--- src/rtl/instr_encoder.sv ---
// RV32I instruction encoder: packs {instr_id, rd, rs1, rs2, imm} into a 32-bit word behind a small output FIFO.
// Optional immediate range checking is enabled by defining ENC_RANGE_CHECK_EN.
module instr_encoder #(
  parameter int FIFO_DEPTH = 2,
  parameter int CNT_W      = 16
) (
  input  logic             clk,
  input  logic             rst_n,
  input  logic             in_valid,
  output logic             in_ready,
  input  logic [5:0]       instr_id,
  input  logic [4:0]       rd,
  input  logic [4:0]       rs1,
  input  logic [4:0]       rs2,
  input  logic [31:0]      imm,
  output logic             out_valid,
  input  logic             out_ready,
  output logic [31:0]      out_instr,
  output logic             out_err,
  output logic [CNT_W-1:0] enc_count,
  output logic [CNT_W-1:0] err_count
);
  localparam int PW = $clog2(FIFO_DEPTH);

  localparam logic [5:0]
    I_INVALID = 6'd0,  I_LUI   = 6'd1,  I_AUIPC = 6'd2,  I_JAL   = 6'd3,  I_JALR  = 6'd4,
    I_BEQ     = 6'd5,  I_BNE   = 6'd6,  I_BLT   = 6'd7,  I_BGE   = 6'd8,  I_BLTU  = 6'd9,
    I_BGEU    = 6'd10, I_LB    = 6'd11, I_LH    = 6'd12, I_LW    = 6'd13, I_LBU   = 6'd14,
    I_LHU     = 6'd15, I_SB    = 6'd16, I_SH    = 6'd17, I_SW    = 6'd18, I_ADDI  = 6'd19,
    I_SLTI    = 6'd20, I_SLTIU = 6'd21, I_XORI  = 6'd22, I_ORI   = 6'd23, I_ANDI  = 6'd24,
    I_SLLI    = 6'd25, I_SRLI  = 6'd26, I_SRAI  = 6'd27, I_ADD   = 6'd28, I_SUB   = 6'd29,
    I_SLL     = 6'd30, I_SLT   = 6'd31, I_SLTU  = 6'd32, I_XOR   = 6'd33, I_SRL   = 6'd34,
    I_SRA     = 6'd35, I_OR    = 6'd36, I_AND   = 6'd37, I_ECALL = 6'd38, I_EBREAK = 6'd39,
    I_CSRRW   = 6'd40, I_CSRRS = 6'd41, I_CSRRC = 6'd42, I_CSRRWI = 6'd43, I_CSRRSI = 6'd44,
    I_CSRRCI  = 6'd45;

  localparam logic [6:0]
    OP_LUI = 7'h37, OP_AUIPC = 7'h17, OP_JAL = 7'h6F, OP_JALR = 7'h67, OP_BR = 7'h63,
    OP_LD  = 7'h03, OP_ST    = 7'h23, OP_IMM = 7'h13, OP_OP  = 7'h33, OP_SYS = 7'h73;

  localparam logic [3:0]
    F_BAD = 4'd0, F_R = 4'd1, F_I = 4'd2, F_SH = 4'd3, F_S = 4'd4, F_B = 4'd5,
    F_U   = 4'd6, F_J = 4'd7, F_CSR = 4'd8, F_SYS = 4'd9;

  logic [3:0]  fmt;
  logic [6:0]  opc;
  logic [2:0]  f3;
  logic        alt;
  logic [31:0] word;
  logic        rng_bad;
  logic [32:0] entry;

  // alt selects func7=0100000 for sub/sra/srai, and marks ebreak vs ecall
  always_comb begin
    {fmt, opc, f3, alt} = {F_BAD, 7'h0, 3'd0, 1'b0};
    case (instr_id)
      I_LUI:    {fmt, opc, f3, alt} = {F_U,   OP_LUI,   3'd0, 1'b0};
      I_AUIPC:  {fmt, opc, f3, alt} = {F_U,   OP_AUIPC, 3'd0, 1'b0};
      I_JAL:    {fmt, opc, f3, alt} = {F_J,   OP_JAL,   3'd0, 1'b0};
      I_JALR:   {fmt, opc, f3, alt} = {F_I,   OP_JALR,  3'd0, 1'b0};
      I_BEQ:    {fmt, opc, f3, alt} = {F_B,   OP_BR,    3'd0, 1'b0};
      I_BNE:    {fmt, opc, f3, alt} = {F_B,   OP_BR,    3'd1, 1'b0};
      I_BLT:    {fmt, opc, f3, alt} = {F_B,   OP_BR,    3'd4, 1'b0};
      I_BGE:    {fmt, opc, f3, alt} = {F_B,   OP_BR,    3'd5, 1'b0};
      I_BLTU:   {fmt, opc, f3, alt} = {F_B,   OP_BR,    3'd6, 1'b0};
      I_BGEU:   {fmt, opc, f3, alt} = {F_B,   OP_BR,    3'd7, 1'b0};
      I_LB:     {fmt, opc, f3, alt} = {F_I,   OP_LD,    3'd0, 1'b0};
      I_LH:     {fmt, opc, f3, alt} = {F_I,   OP_LD,    3'd1, 1'b0};
      I_LW:     {fmt, opc, f3, alt} = {F_I,   OP_LD,    3'd2, 1'b0};
      I_LBU:    {fmt, opc, f3, alt} = {F_I,   OP_LD,    3'd4, 1'b0};
      I_LHU:    {fmt, opc, f3, alt} = {F_I,   OP_LD,    3'd5, 1'b0};
      I_SB:     {fmt, opc, f3, alt} = {F_S,   OP_ST,    3'd0, 1'b0};
      I_SH:     {fmt, opc, f3, alt} = {F_S,   OP_ST,    3'd1, 1'b0};
      I_SW:     {fmt, opc, f3, alt} = {F_S,   OP_ST,    3'd2, 1'b0};
      I_ADDI:   {fmt, opc, f3, alt} = {F_I,   OP_IMM,   3'd0, 1'b0};
      I_SLTI:   {fmt, opc, f3, alt} = {F_I,   OP_IMM,   3'd2, 1'b0};
      I_SLTIU:  {fmt, opc, f3, alt} = {F_I,   OP_IMM,   3'd3, 1'b0};
      I_XORI:   {fmt, opc, f3, alt} = {F_I,   OP_IMM,   3'd4, 1'b0};
      I_ORI:    {fmt, opc, f3, alt} = {F_I,   OP_IMM,   3'd6, 1'b0};
      I_ANDI:   {fmt, opc, f3, alt} = {F_I,   OP_IMM,   3'd7, 1'b0};
      I_SLLI:   {fmt, opc, f3, alt} = {F_SH,  OP_IMM,   3'd1, 1'b0};
      I_SRLI:   {fmt, opc, f3, alt} = {F_SH,  OP_IMM,   3'd5, 1'b0};
      I_SRAI:   {fmt, opc, f3, alt} = {F_SH,  OP_IMM,   3'd5, 1'b1};
      I_ADD:    {fmt, opc, f3, alt} = {F_R,   OP_OP,    3'd0, 1'b0};
      I_SUB:    {fmt, opc, f3, alt} = {F_R,   OP_OP,    3'd0, 1'b1};
      I_SLL:    {fmt, opc, f3, alt} = {F_R,   OP_OP,    3'd1, 1'b0};
      I_SLT:    {fmt, opc, f3, alt} = {F_R,   OP_OP,    3'd2, 1'b0};
      I_SLTU:   {fmt, opc, f3, alt} = {F_R,   OP_OP,    3'd3, 1'b0};
      I_XOR:    {fmt, opc, f3, alt} = {F_R,   OP_OP,    3'd4, 1'b0};
      I_SRL:    {fmt, opc, f3, alt} = {F_R,   OP_OP,    3'd5, 1'b0};
      I_SRA:    {fmt, opc, f3, alt} = {F_R,   OP_OP,    3'd5, 1'b1};
      I_OR:     {fmt, opc, f3, alt} = {F_R,   OP_OP,    3'd6, 1'b0};
      I_AND:    {fmt, opc, f3, alt} = {F_R,   OP_OP,    3'd7, 1'b0};
      I_ECALL:  {fmt, opc, f3, alt} = {F_SYS, OP_SYS,   3'd0, 1'b0};
      I_EBREAK: {fmt, opc, f3, alt} = {F_SYS, OP_SYS,   3'd0, 1'b1};
      I_CSRRW:  {fmt, opc, f3, alt} = {F_CSR, OP_SYS,   3'd1, 1'b0};
      I_CSRRS:  {fmt, opc, f3, alt} = {F_CSR, OP_SYS,   3'd2, 1'b0};
      I_CSRRC:  {fmt, opc, f3, alt} = {F_CSR, OP_SYS,   3'd3, 1'b0};
      I_CSRRWI: {fmt, opc, f3, alt} = {F_CSR, OP_SYS,   3'd5, 1'b0};
      I_CSRRSI: {fmt, opc, f3, alt} = {F_CSR, OP_SYS,   3'd6, 1'b0};
      I_CSRRCI: {fmt, opc, f3, alt} = {F_CSR, OP_SYS,   3'd7, 1'b0};
      default:  {fmt, opc, f3, alt} = {F_BAD, 7'h0,     3'd0, 1'b0};
    endcase
  end

  always_comb begin
    word = 32'h0;
    case (fmt)
      F_R:        word = {1'b0, alt, 5'b0, rs2, rs1, f3, rd, opc};
      F_I, F_CSR: word = {imm[11:0], rs1, f3, rd, opc};
      F_SH:       word = {1'b0, alt, 5'b0, imm[4:0], rs1, f3, rd, opc};
      F_S:        word = {imm[11:5], rs2, rs1, f3, imm[4:0], opc};
      F_B:        word = {imm[12], imm[10:5], rs2, rs1, f3, imm[4:1], imm[11], opc};
      F_U:        word = {imm[31:12], rd, opc};
      F_J:        word = {imm[20], imm[10:1], imm[11], imm[19:12], rd, opc};
      F_SYS:      word = {11'b0, alt, 13'b0, opc};
      default:    word = 32'h0;
    endcase
  end

  always_comb begin
    rng_bad = 1'b0;
`ifdef ENC_RANGE_CHECK_EN
    case (fmt)
      F_I, F_S: rng_bad = imm[31:11] != {21{imm[31]}};
      F_B:      rng_bad = (imm[31:12] != {20{imm[31]}}) | imm[0];
      F_J:      rng_bad = (imm[31:20] != {12{imm[31]}}) | imm[0];
      F_U:      rng_bad = |imm[11:0];
      F_SH:     rng_bad = |imm[31:5];
      F_CSR:    rng_bad = |imm[31:12];
      default:  rng_bad = 1'b0;
    endcase
`else
    rng_bad = 1'b0;
`endif
    entry = ((fmt == F_BAD) | rng_bad) ? {1'b1, 32'h0} : {1'b0, word};
  end

  logic [32:0]      mem_q [FIFO_DEPTH];
  logic [32:0]      mem_d [FIFO_DEPTH];
  logic [PW-1:0]    wr_ptr_q, wr_ptr_d, rd_ptr_q, rd_ptr_d;
  logic [PW:0]      cnt_q, cnt_d;
  logic [CNT_W-1:0] enc_cnt_q, enc_cnt_d, err_cnt_q, err_cnt_d;
  logic             push, pop;

  // in_ready depends on occupancy only, so a full FIFO never passes through on a pop
  assign in_ready  = cnt_q != (PW+1)'(FIFO_DEPTH);
  assign out_valid = cnt_q != '0;
  assign push      = in_valid & in_ready;
  assign pop       = out_valid & out_ready;
  assign out_instr = out_valid ? mem_q[rd_ptr_q][31:0] : 32'h0;
  assign out_err   = out_valid & mem_q[rd_ptr_q][32];
  assign enc_count = enc_cnt_q;
  assign err_count = err_cnt_q;

  always_comb begin
    mem_d     = mem_q;
    wr_ptr_d  = wr_ptr_q;
    rd_ptr_d  = rd_ptr_q;
    enc_cnt_d = enc_cnt_q;
    err_cnt_d = err_cnt_q;
    if (push) begin
      mem_d[wr_ptr_q] = entry;
      wr_ptr_d        = wr_ptr_q + PW'(1);
      if (enc_cnt_q != '1) enc_cnt_d = enc_cnt_q + 1'b1;
      if (entry[32] && err_cnt_q != '1) err_cnt_d = err_cnt_q + 1'b1;
    end
    if (pop) rd_ptr_d = rd_ptr_q + PW'(1);
    cnt_d = cnt_q + (PW+1)'(push) - (PW+1)'(pop);
  end

  always_ff @(posedge clk or negedge rst_n) begin
    if (!rst_n) begin
      for (int i = 0; i < FIFO_DEPTH; i++) mem_q[i] <= '0;
      wr_ptr_q  <= '0;
      rd_ptr_q  <= '0;
      cnt_q     <= '0;
      enc_cnt_q <= '0;
      err_cnt_q <= '0;
    end else begin
      mem_q     <= mem_d;
      wr_ptr_q  <= wr_ptr_d;
      rd_ptr_q  <= rd_ptr_d;
      cnt_q     <= cnt_d;
      enc_cnt_q <= enc_cnt_d;
      err_cnt_q <= err_cnt_d;
    end
  end
endmodule

--- config.mk ---
export PLATFORM = sky130hd
export DESIGN_NAME = instr_encoder
export DESIGN_NICKNAME = d
export VERILOG_FILES = /design/src/rtl/instr_encoder.sv
export SDC_FILE = /design/constraint.sdc
export NUM_CORES = 1
export LEC_CHECK = 0
export BUFFER_PORTS_ARGS = -buffer_cell sky130_fd_sc_hd__buf_2
export CORE_UTILIZATION = 35
export CTS_BUF_LIST = sky130_fd_sc_hd__clkbuf_16
export DETAILED_ROUTE_END_ITERATION = 8
export SLEW_MARGIN = 20
export SYNTH_ARGS = -nofsm -noshare
export SYNTH_HDL_FRONTEND = slang
export SYNTH_SLANG_ARGS = --single-unit
export TNS_END_PERCENT = 10
--- constraint.sdc ---
create_clock -name clk -period 1.9 [get_ports clk]
set_clock_uncertainty 0.2 [all_clocks]
set_input_delay 0 -clock clk [delete_from_list [all_inputs] [get_ports clk]]
set_output_delay 0 -clock clk [all_outputs]
set_load 0.01 [all_outputs]
==> impl_results.md, run 1 <==
* Status: finished, violations left
* Failing checks: negative setup slack
* Hold Path Cell Cnt at 5
* Pin slew with the least headroom to its limit at 0.504 ns
* Reg clk slew, reported paths at 0.07 ns
* PD cells at 1180 nW/um^2
* Internal reg-to-reg setup slack at -0.02 ns
* GP Congestion at 0.911
* Antenna Nets Post-Route at 0
* Synth Net Count at 679
* CTS buffer count at 9
* Synth top area share at 0.433
* Synthesized instance count at 611
* Multi-input gate area at 3310 um^2
* DP Area at 7500 um^2
* R2R Path Start: err_count[0]
* Io pins at 124
* Starting Density at 0.361
* Worst r2r dst: err_count[1]
* Initial drt markers at 271
* Synth warn at 0
* Die area at 17000 um^2
* Crit-path max cell delay at 0.37 ns
* Rel. slew slack at 0.661
* H-tree levels at 3
* Setup Viol. Count Final at 5
* Final-layout fill cell count at 1479
* Worst skew pair latency at 0.36 ns
* Layout area overhead at 50.3%
* Maximum vdd drop at 558 uV
* Endpoint, Worst Hold: mem_q[36]
* Number of global-route vias before repair at 5907
* Clock Tree Root: clkbuf_16
* End-of-flow core utilization at 0.543
* Slowest CP cell: dfrtp_1
* Register area at 2510 um^2
* Worst path required time at 1.94 ns
* DRC errors left at 0
* Crit Path Class: flop to flop
* CP Cell Sequence: ha_2 > and2_4 > nand3_4 > o31ai_4 > nor4_4 > buf_6 > mux2_4
* Std-Cell Rows at 46
* Final hold viol count at 0
* Combinational Power Share at 0.483
* Reg power frac at 0.334
* Nets at 950
* Die Span X at 130 um
* Startpoint types: flop
* Worst-case clock buffer depth at 2
* Netlist cell types at 66
* Highest Clock Rate at 520 MHz
* Asr flop ratio synth at 1.00
* DPL Wire Length at 13800 um
* Sw Share at 0.385
* Leak at 0.00423 uW
* Final period util at 1.01
* DIE HEIGHT at 130 um
* Most used cells in the layout excluding fill and tap cells: 118 x buf_2, 113 x buf_4, 99 x dfrtp_1
* Syn Area/Cell at 9.46 um^2
* Wire length per cell at 17.3 um
* Clock sink count at 100
* PortBufs at 123
* First-pass GRT wire length at 30100 um
* Final max-slew violation count at 0
* Share of layout cells above drive strength 1 at 0.386
* Total track usage at 0.231
* Mapped Area at 5780 um^2
* Commonest non-fill, non-tap cell in the layout: buf_2
* Final instance area at 8680 um^2
* Fin Hold WS at 0.0766 ns
* Min-delay src: instr_id[5]
* Internal power at 6280 uW
* Path depth of the worst reg2reg path at 7
* Arr. time, crit path at 1.97 ns
* Post-synthesis sequential area ratio at 0.433
* Routed WL at 19100 um
* Top cells by area, synth: dfrtp_1 43%, mux2i_1 5.7%, nor2_1 4.4%
* TritonCTS clock tree: built
* Yosys reg bits at 100
* Number of synthesized flops with an enable pin at 0
* Crit end category: flop
* Main synth FF type: dfrtp_1
* Routed vias at 5827
* Final worst slack at -0.0223 ns
* DRT Pass-1 Iters at 5
* Pin count of the biggest net entering global routing at 51
* Hold Path Class: input pin to flop
* Max_cap viols at 0
* Initial antenna violation count at 0
* Area of the core at 16000 um^2
* Largest area contributor in the netlist: dfrtp_1
* Crit path time final at 1.92 ns
* GRT overflow at 0
* Largest fanout on the critical path at 9
* Clock Power Share at 0.184
* RSZ-0062 raised after global routing: true
* Via-per-instance ratio at 5.28
* P_sw at 3930 uW
cell usage after synthesis, drive strengths merged, types with 3 or more instances:
library cell / n
and2: 9
o31ai: 3
buf: 18
dfrtp: 100
and4: 6
mux2: 9
a22oi: 8
a211oi: 3
o211ai: 4
nand2b: 9
nand3: 20
nand2: 49
ha: 11
nor2: 68
a31oi: 13
a21oi: 28
and3: 28
nand3b: 3
o22ai: 10
nor4: 5
clkbuf: 24
a221o: 17
nand4: 7
o221ai: 4
o21ai: 36
xnor2: 22
nor3: 8
mux2i: 33
xor2: 12
inv: 16
o2bb2ai: 4
state kept, by name, indices dropped and copies added, names as in the netlist:
| register | cells |
|---|---|
| cnt_q | 2 |
| enc_count | 16 |
| err_count | 16 |
| mem_q | 64 |
| rd_ptr_q | 1 |
| wr_ptr_q | 1 |
critical path: cells and delay by family, from the launching register on:
kind | cells | cell delay (ns)
simple gates | 3 | 0.32
buf+inv | 1 | 0.16
fa+ha+maj | 1 | 0.19
mux | 1 | 0.30
flops | 1 | 0.37
compound gates | 1 | 0.27
stage by stage:
stage          cells  power (uW)  setup TNS (ns)  setup slack [ns]
6_report        1104       10200         -0.0690           -0.0223
2_1_floorplan    611        5990           -6.86            -0.198
4_1_cts         1100       10100          -0.123           -0.0516
3_3_place_gp    1030        7850          -29.81            -0.619
5_1_grt         1103       10900          -0.812           -0.0951
3_5_place_dp    1030        7990          -34.46            -0.721
area by class of cell:
cell class                 count  area share
multi-input combinational    452       0.381
sequential                   100       0.289
timing repair buffer         302       0.257
tap                          216      0.0311
clock buffer                   9      0.0259
clock inverter                 7     0.00864
inverter                      17     0.00764
antenna                        1    0.000288
repair_timing:
action                                  4_1_cts  5_1_grt
setup buffers                                 2        3
gates resized for setup                      40       36
endpoints found under the setup margin       74       78
pin swaps                                     8       11
hold buffers                                 52        0
endpoints found under the hold margin       152        0
how the worst max path moves through the flow:
stage                       from             to  slack [ns]  depth (start not counted)
detailed placement   instr_id[0]      mem_q[22]       -0.72                          9
floorplan            instr_id[1]   err_count[1]       -0.20                          8
CTS                 enc_count[4]  enc_count[11]       -0.05                          6
global route            cnt_q[0]       cnt_q[1]        -0.1                          9
finish              err_count[0]   err_count[1]       -0.02                          7
global placement     instr_id[0]      mem_q[54]       -0.62                          9
metal layers:
layer	share of wire	track usage	up-vias
met5	0	0	-
met4	0.028	0.0906	0
met3	0.035	0.0358	51
met2	0.50	0.393	179
met1	0.44	0.294	2837
li1	-	-	2760
power groups by stage:
stage | logic [uW] | clock network (uW) | registers (uW)
floorplan | 2650 | 0 | 3340
global placement | 4470 | 0 | 3380
detailed placement | 4560 | 0 | 3430
CTS | 4790 | 1900 | 3400
global route | 5380 | 2000 | 3510
finish | 4930 | 1870 | 3410
kinds of logic (layout without fill, tap and decap cells):
logic type | after synthesis | after routing | share of synthesized area
other | 0 | 1 | 0
adders and majority gates | 11 | 11 | 0.0238
buffers and inverters | 59 | 335 | 0.0461
xor gates and xnor gates | 34 | 34 | 0.0515
muxes | 42 | 42 | 0.0747
AOI/OAI and AO/OA | 148 | 148 | 0.180
and+or+nand+nor | 217 | 217 | 0.191
DFF | 100 | 100 | 0.433
(Power assumes the default switching activity.)
==> run 2: changes to the inputs <==
==> constraint.sdc (replaced) <==
create_clock -name clk -period 1.9 [get_ports clk]
set_clock_uncertainty 0.2 [all_clocks]
set_input_delay 0 -clock clk [delete_from_list [all_inputs] [get_ports clk]]
set_output_delay 0 -clock clk [all_outputs]
set_load 0.02 [all_outputs]
==> run 2 against run 1 <==
- routed wire length fell by 0.66%
- count of clock-buffer cells in the layout unchanged
- maximum frequency shrank 5.4%
- the run still ends with negative setup slack left
- critical path depth stayed put
- via count shrank 0.14%
- utilization increased by 0.12 points
- flip-flop and latch count stayed put
- critical endpoint unchanged
- combinational power up 10%
==> impl_results.md, run 2 (synthesis gave the netlist of run 1 again) <==
* Status: finished, violations left
* Failing checks: negative setup slack
* DIE HEIGHT at 130 um
* Highest Clock Rate at 492 MHz
* DPL Wire Length at 13800 um
* Leak at 0.00421 uW
* Area of the core at 16000 um^2
* R2R Path Start: err_count[1]
* Worst-case clock buffer depth at 2
* Max_cap viols at 0
* Final max-slew violation count at 0
* Io pins at 124
* Wire length per cell at 17.2 um
* PD cells at 1240 nW/um^2
* GP Congestion at 0.883
* Final hold viol count at 0
* H-tree levels at 3
* Fin Hold WS at 0.0464 ns
* Routed vias at 5819
* Number of global-route vias before repair at 5904
* CP Launch Point: err_count[1]
* Rel. slew slack at 0.520
* GRT overflow at 0
* Crit path time final at 2.03 ns
* CTS buffer count at 9
* Max reg flops at 64
* P_sw at 4380 uW
* Worst r2r dst: err_count[1]
* Reg power frac at 0.317
* Routed WL at 19000 um
* End-of-flow core utilization at 0.544
* Hold Path Class: input pin to async pin
* Std-Cell Rows at 46
* Nets at 949
* Maximum vdd drop at 611 uV
* Final-layout fill cell count at 1482
* Antenna Nets Post-Route at 0
* First-pass GRT wire length at 29500 um
* Total power at 10800 uW
* DRC errors left at 0
* Final worst slack at -0.133 ns
* TritonCTS clock tree: built
* Worst path required time at 1.94 ns
* Clock Tree Root: clkbuf_16
* Combinational Power Share at 0.504
* Most flops, register: mem_q
* Most used cells in the layout excluding fill and tap cells: 120 x buf_2, 116 x buf_4, 94 x dfrtp_1
* Crit end category: flop
* Path depth of the worst reg2reg path at 7
* Sw Share at 0.406
* Top delay family on crit path: simple AND/OR/NAND/NOR gates
* RSZ-0062 raised after global routing: true
* Commonest non-fill, non-tap cell in the layout: buf_2
* Initial drt markers at 355
* Starting Density at 0.361
* Crit Path Class: flop to flop
* Pin slew with the least headroom to its limit at 0.720 ns
* Final period util at 1.07
* Die Span X at 130 um
* CP Cell Sequence: ha_4 > and2_4 > nand3_4 > o31ai_4 > nor4_4 > buf_6 > mux2_4
* DRT Pass-1 Iters at 5
* Crit-path max cell delay at 0.43 ns
* Total track usage at 0.225
* Via-per-instance ratio at 5.28
* Worst skew pair latency at 0.35 ns
* Setup Viol. Count Final at 9
* Die area at 17000 um^2
* Reg clk slew, reported paths at 0.07 ns
* Clock sink count at 100
* Internal reg-to-reg setup slack at -0.13 ns
* Slowest CP cell: dfrtp_2
* Arr. time, crit path at 2.07 ns
* Internal power at 6420 uW
* Share of layout cells above drive strength 1 at 0.392
* Clock Power Share at 0.178
* Initial antenna violation count at 0
* Largest fanout on the critical path at 5
* Worst slack, placed at -0.501 ns
* Layout area overhead at 50.6%
* PortBufs at 123
* Startpoint types: flop
* Worst path bufs/invs at 1
* Pin count of the biggest net entering global routing at 54
## run 2: power groups by stage
stage	registers, uW	clock network (uW)	logic [uW]
2_1_floorplan	3440	0	3060
3_3_place_gp	3390	0	5020
3_5_place_dp	3450	0	5120
4_1_cts	3430	1960	5320
5_1_grt	3520	2040	5880
6_report	3430	1930	5440
## run 2: stage by stage
step	TNS, ns	cells	instance area, um^2
after floorplan	-5.82	611	5870
after global placement	-24.04	1029	7560
after detailed placement	-29.52	1029	7560
after CTS	-4.81	1100	8500
after global routing	-2.02	1102	8700
final	-0.580	1103	8700
## run 2: worst max path at each step
stage	to	slack, ns	depth (start not counted)
floorplan	err_count[1]	-0.20	8
global placement	mem_q[64]	-0.43	11
detailed placement	mem_q[57]	-0.50	11
CTS	mem_q[24]	-0.16	11
global route	cnt_q[1]	-0.18	9
finish	err_count[1]	-0.13	7
## run 2: timing repair
| item | CTS | global route |
|---|---|---|
| gates cloned | 1 | 0 |
| pin swaps | 14 | 11 |
| setup endpoints to repair | 79 | 83 |
| hold buffers | 50 | 0 |
| buffers inserted | 4 | 2 |
| endpoints found under the hold margin | 105 | 0 |
| gates resized for setup | 24 | 47 |
## run 2: layout make-up
class                   instances  area (um^2)  share of cell area
repair buffers                301         2210               0.254
diodes                          1         2.50            0.000288
clock inverters                 7         82.6             0.00949
flip-flops and latches        100         2510               0.289
well taps                     216          270              0.0311
clock buffers                   9          225              0.0259
multi-input cells             452         3340               0.384
inverters                      17         63.8             0.00733
## run 2: layer usage
metal  vias to the layer above  global-route usage  part of all wire
li1                       2747                   -                 -
met1                      2855               0.276              0.42
met2                       178               0.389              0.50
met3                        39              0.0415             0.047
met4                         0              0.0892             0.025
met5                         -                   0                 0
==> run 3: changes to the inputs <==
--- a/config.mk
+++ b/config.mk
@@ -5,10 +5,12 @@
 export SDC_FILE = /design/constraint.sdc
 export NUM_CORES = 1
 export LEC_CHECK = 0
+export ABC_AREA = 1
 export BUFFER_PORTS_ARGS = -buffer_cell sky130_fd_sc_hd__buf_2
 export CORE_UTILIZATION = 35
 export CTS_BUF_LIST = sky130_fd_sc_hd__clkbuf_16
 export DETAILED_ROUTE_END_ITERATION = 8
+export SETUP_SLACK_MARGIN = 0.02
 export SLEW_MARGIN = 20
 export SYNTH_ARGS = -nofsm -noshare
 export SYNTH_HDL_FRONTEND = slang
==> run 3 against run 2 <==
- the run now ends clean
- count of clock-buffer cells in the layout did not move
- global-route usage shrank 0.68 points
- combinational power down 7.2%
- design area rose by 0.37%
- synthesized cell count increased by 49%
- via count up 13%
- flip-flop and latch count unchanged
- sequential power is 2% lower
- first-iteration DRC count is 7.9% higher
- clock power grew 3%
- largest cell class unchanged
- largest power group unchanged
- highest routed layer unchanged
==> impl_results.md, run 3 <==
* Post-Synth Adder-Cell Area at 0.0221
* Max_cap viols at 0
* Final hold viol count at 0
* Maximum vdd drop at 709 uV
* Clock Tree Root: clkbuf_16
* Xor/xnor share of the synthesized area at 0.0476
* Via-per-instance ratio at 4.73
* Status: completed
* Initial antenna violation count at 0
* Setup Viol. Count Final at 0
* Post-synthesis sequential area ratio at 0.402
* CTS buffer count at 9
* Largest family of logic cells by synthesized area: simple AND/OR/NAND/NOR gates
* Total track usage at 0.218
* Total power at 10400 uW
* Synth top area share at 0.402
* Number of global-route vias before repair at 6349
* Die Span X at 135 um
* Crit Path Class: flop to flop
* Std-Cell Rows at 48
* Multi-input gate area at 3380 um^2
* R2R Path Start: enc_count[1]
* Routed WL at 19600 um
* Main synth FF type: dfrtp_1
* Nets at 1234
* Slowest CP cell: dfrtp_2
* Die area at 18300 um^2
* Fin Hold WS at 0.00979 ns
* Endpoint, Worst Hold: mem_q[13]
* Mapped Area at 6220 um^2
* Hold Path Cell Cnt at 7
* DRC errors left at 0
* DRT Pass-1 Iters at 4
* GRT overflow at 0
* Leak at 0.00472 uW
* Pin count of the biggest net entering global routing at 55
* Final-layout fill cell count at 1727
* Starting Density at 0.359
* Worst r2r dst: enc_count[10]
* Post-Synth Simple-Gate Area at 0.386
* PortBufs at 123
* Reg clk slew, reported paths at 0.07 ns
* Ant diodes at 0
* Pin slew with the least headroom to its limit at 0.569 ns
* DPL Wire Length at 13600 um
* First-pass GRT wire length at 31400 um
* Rel. slew slack at 0.617
* Share of layout cells above drive strength 1 at 0.253
* Largest fanout on the critical path at 3
* Path depth of the worst reg2reg path at 10
* Asr flop ratio synth at 1.00
* Worst path required time at 1.93 ns
* Post-synthesis compound-gate area fraction at 0.0716
* Final max-slew violation count at 0
* PD cells at 1190 nW/um^2
* H-tree levels at 3
* Wire length per cell at 14.0 um
* Syn Area/Cell at 6.82 um^2
* Commonest non-fill, non-tap cell in the layout: nand2_1
* Area of the core at 17400 um^2
* Worst skew pair latency at 0.34 ns
* GP Congestion at 0.913
* RSZ-0062 raised after global routing: true
* Crit path time final at 1.80 ns
* Netlist cell types at 35
* Most common cell in the netlist: nand2_1
* Top cells by area, synth: dfrtp_1 40%, nand2_1 25%, nand3_1 4.7%
* Clock sink count at 100
* Most used cells in the layout excluding fill and tap cells: 417 x nand2_1, 123 x buf_2, 96 x dfrtp_1
* Register area at 2510 um^2
* Hold Path Class: input pin to flop
* Yosys reg bits at 100
* Max reg flops at 64
* Largest area contributor in the netlist: dfrtp_1
* TritonCTS clock tree: built
* Routed vias at 6599
* Io pins at 124
* Synth warn at 0
* Layout area overhead at 40.4%
* DIE HEIGHT at 135 um
* Internal reg-to-reg setup slack at 0.1 ns
* Most flops, register: mem_q
* Final period util at 0.948
* Arr. time, crit path at 1.83 ns
* Crit end category: flop
* Number of synthesized flops with an enable pin at 0
* Antenna Nets Post-Route at 0
* Synth top cells by count: 420 x nand2_1, 100 x dfrtp_1, 62 x nor2_1
* Initial drt markers at 383
* Crit-path max cell delay at 0.43 ns
* Synth Net Count at 981
* Synthesized instance count at 913
* Startpoint types: flop
* Highest Clock Rate at 555 MHz
* Min-delay src: imm[13]
* Mux cell area share after synthesis at 0
* Worst-case clock buffer depth at 2
* CP Cell Sequence: ha_4 > nand3_2 > nor2_1 > nand3_1 > nand2_2 > buf_6 > nor2_4 > nand4_1 > buf_4 > xnor2_1
## run 3: how the worst max path moves through the flow
stage / from / to / slack, ns / cells after the start
2_1_floorplan: enc_count[0] / enc_count[14] / -0.008 / 10
3_3_place_gp: instr_id[0] / mem_q[49] / -0.20 / 14
3_5_place_dp: instr_id[0] / mem_q[49] / -0.24 / 14
4_1_cts: enc_count[0] / enc_count[14] / -0.04 / 10
5_1_grt: instr_id[0] / mem_q[63] / -0.01 / 15
6_report: enc_count[1] / enc_count[10] / 0.1 / 10
## run 3: logic make-up after synthesis
| family | Yosys count |
|---|---|
| AND/OR/NAND/NOR | 583 |
| buffers and inverters | 102 |
| XOR/XNOR | 33 |
| adder cells (fa/ha/maj) | 11 |
| flip-flops | 100 |
| AO/OA/AOI/OAI | 84 |
## run 3: what timing repair did
action	in CTS	in global routing
endpoints found under the setup margin	5	70
gates resized for setup	2	26
pin swaps	0	8
gates cloned	0	1
endpoints found under the hold margin	152	0
hold buffers	51	0
setup buffers	0	5
## run 3: worst max-delay path: cells and delay by family, from the launching register on
kind                     cells  cell delay [ns]
XOR/XNOR                     1             0.11
adder cells (fa/ha/maj)      1             0.17
buffers and inverters        2             0.28
flip-flops                   1             0.43
AND/OR/NAND/NOR              6             0.50
## run 3: metal layers
metal	wire, um	vias to the layer above	global-route usage
li1	-	3362	-
met1	9160	3026	0.291
met2	9130	192	0.368
met3	1010	19	0.0318
met4	280	0	0.0556
met5	0	-	0
## run 3: stage by stage
step | instance area (um^2) | util | instances | setup slack, ns | TNS (ns)
finish | 8740 | 0.503 | 1396 | 0.0991 | 0
global route | 8740 | 0.503 | 1396 | -0.0127 | -0.0239
global placement | 7750 | 0.446 | 1323 | -0.203 | -7.00
detailed placement | 7750 | 0.446 | 1323 | -0.240 | -10.41
CTS | 8580 | 0.494 | 1390 | -0.0375 | -0.0375
floorplan | 6240 | - | 913 | -0.00823 | -0.00823
## run 3: cell type report
| class | instances | share of cell area |
|---|---|---|
| Clock buffer | 9 | 0.0258 |
| Clock inverter | 7 | 0.0102 |
| Inverter | 69 | 0.0299 |
| Multi-Input combinational cell | 711 | 0.387 |
| Sequential cell | 100 | 0.287 |
| Tap cell | 225 | 0.0322 |
| Timing Repair Buffer | 275 | 0.228 |
## run 3: where the power goes
part / total [uW] / switching (uW) / internal [uW]
logic: 5050 / 3190 / 1870
clock network: 1980 / 827 / 1150
registers: 3350 / 446 / 2900
total: 10400 / 4460 / 5920
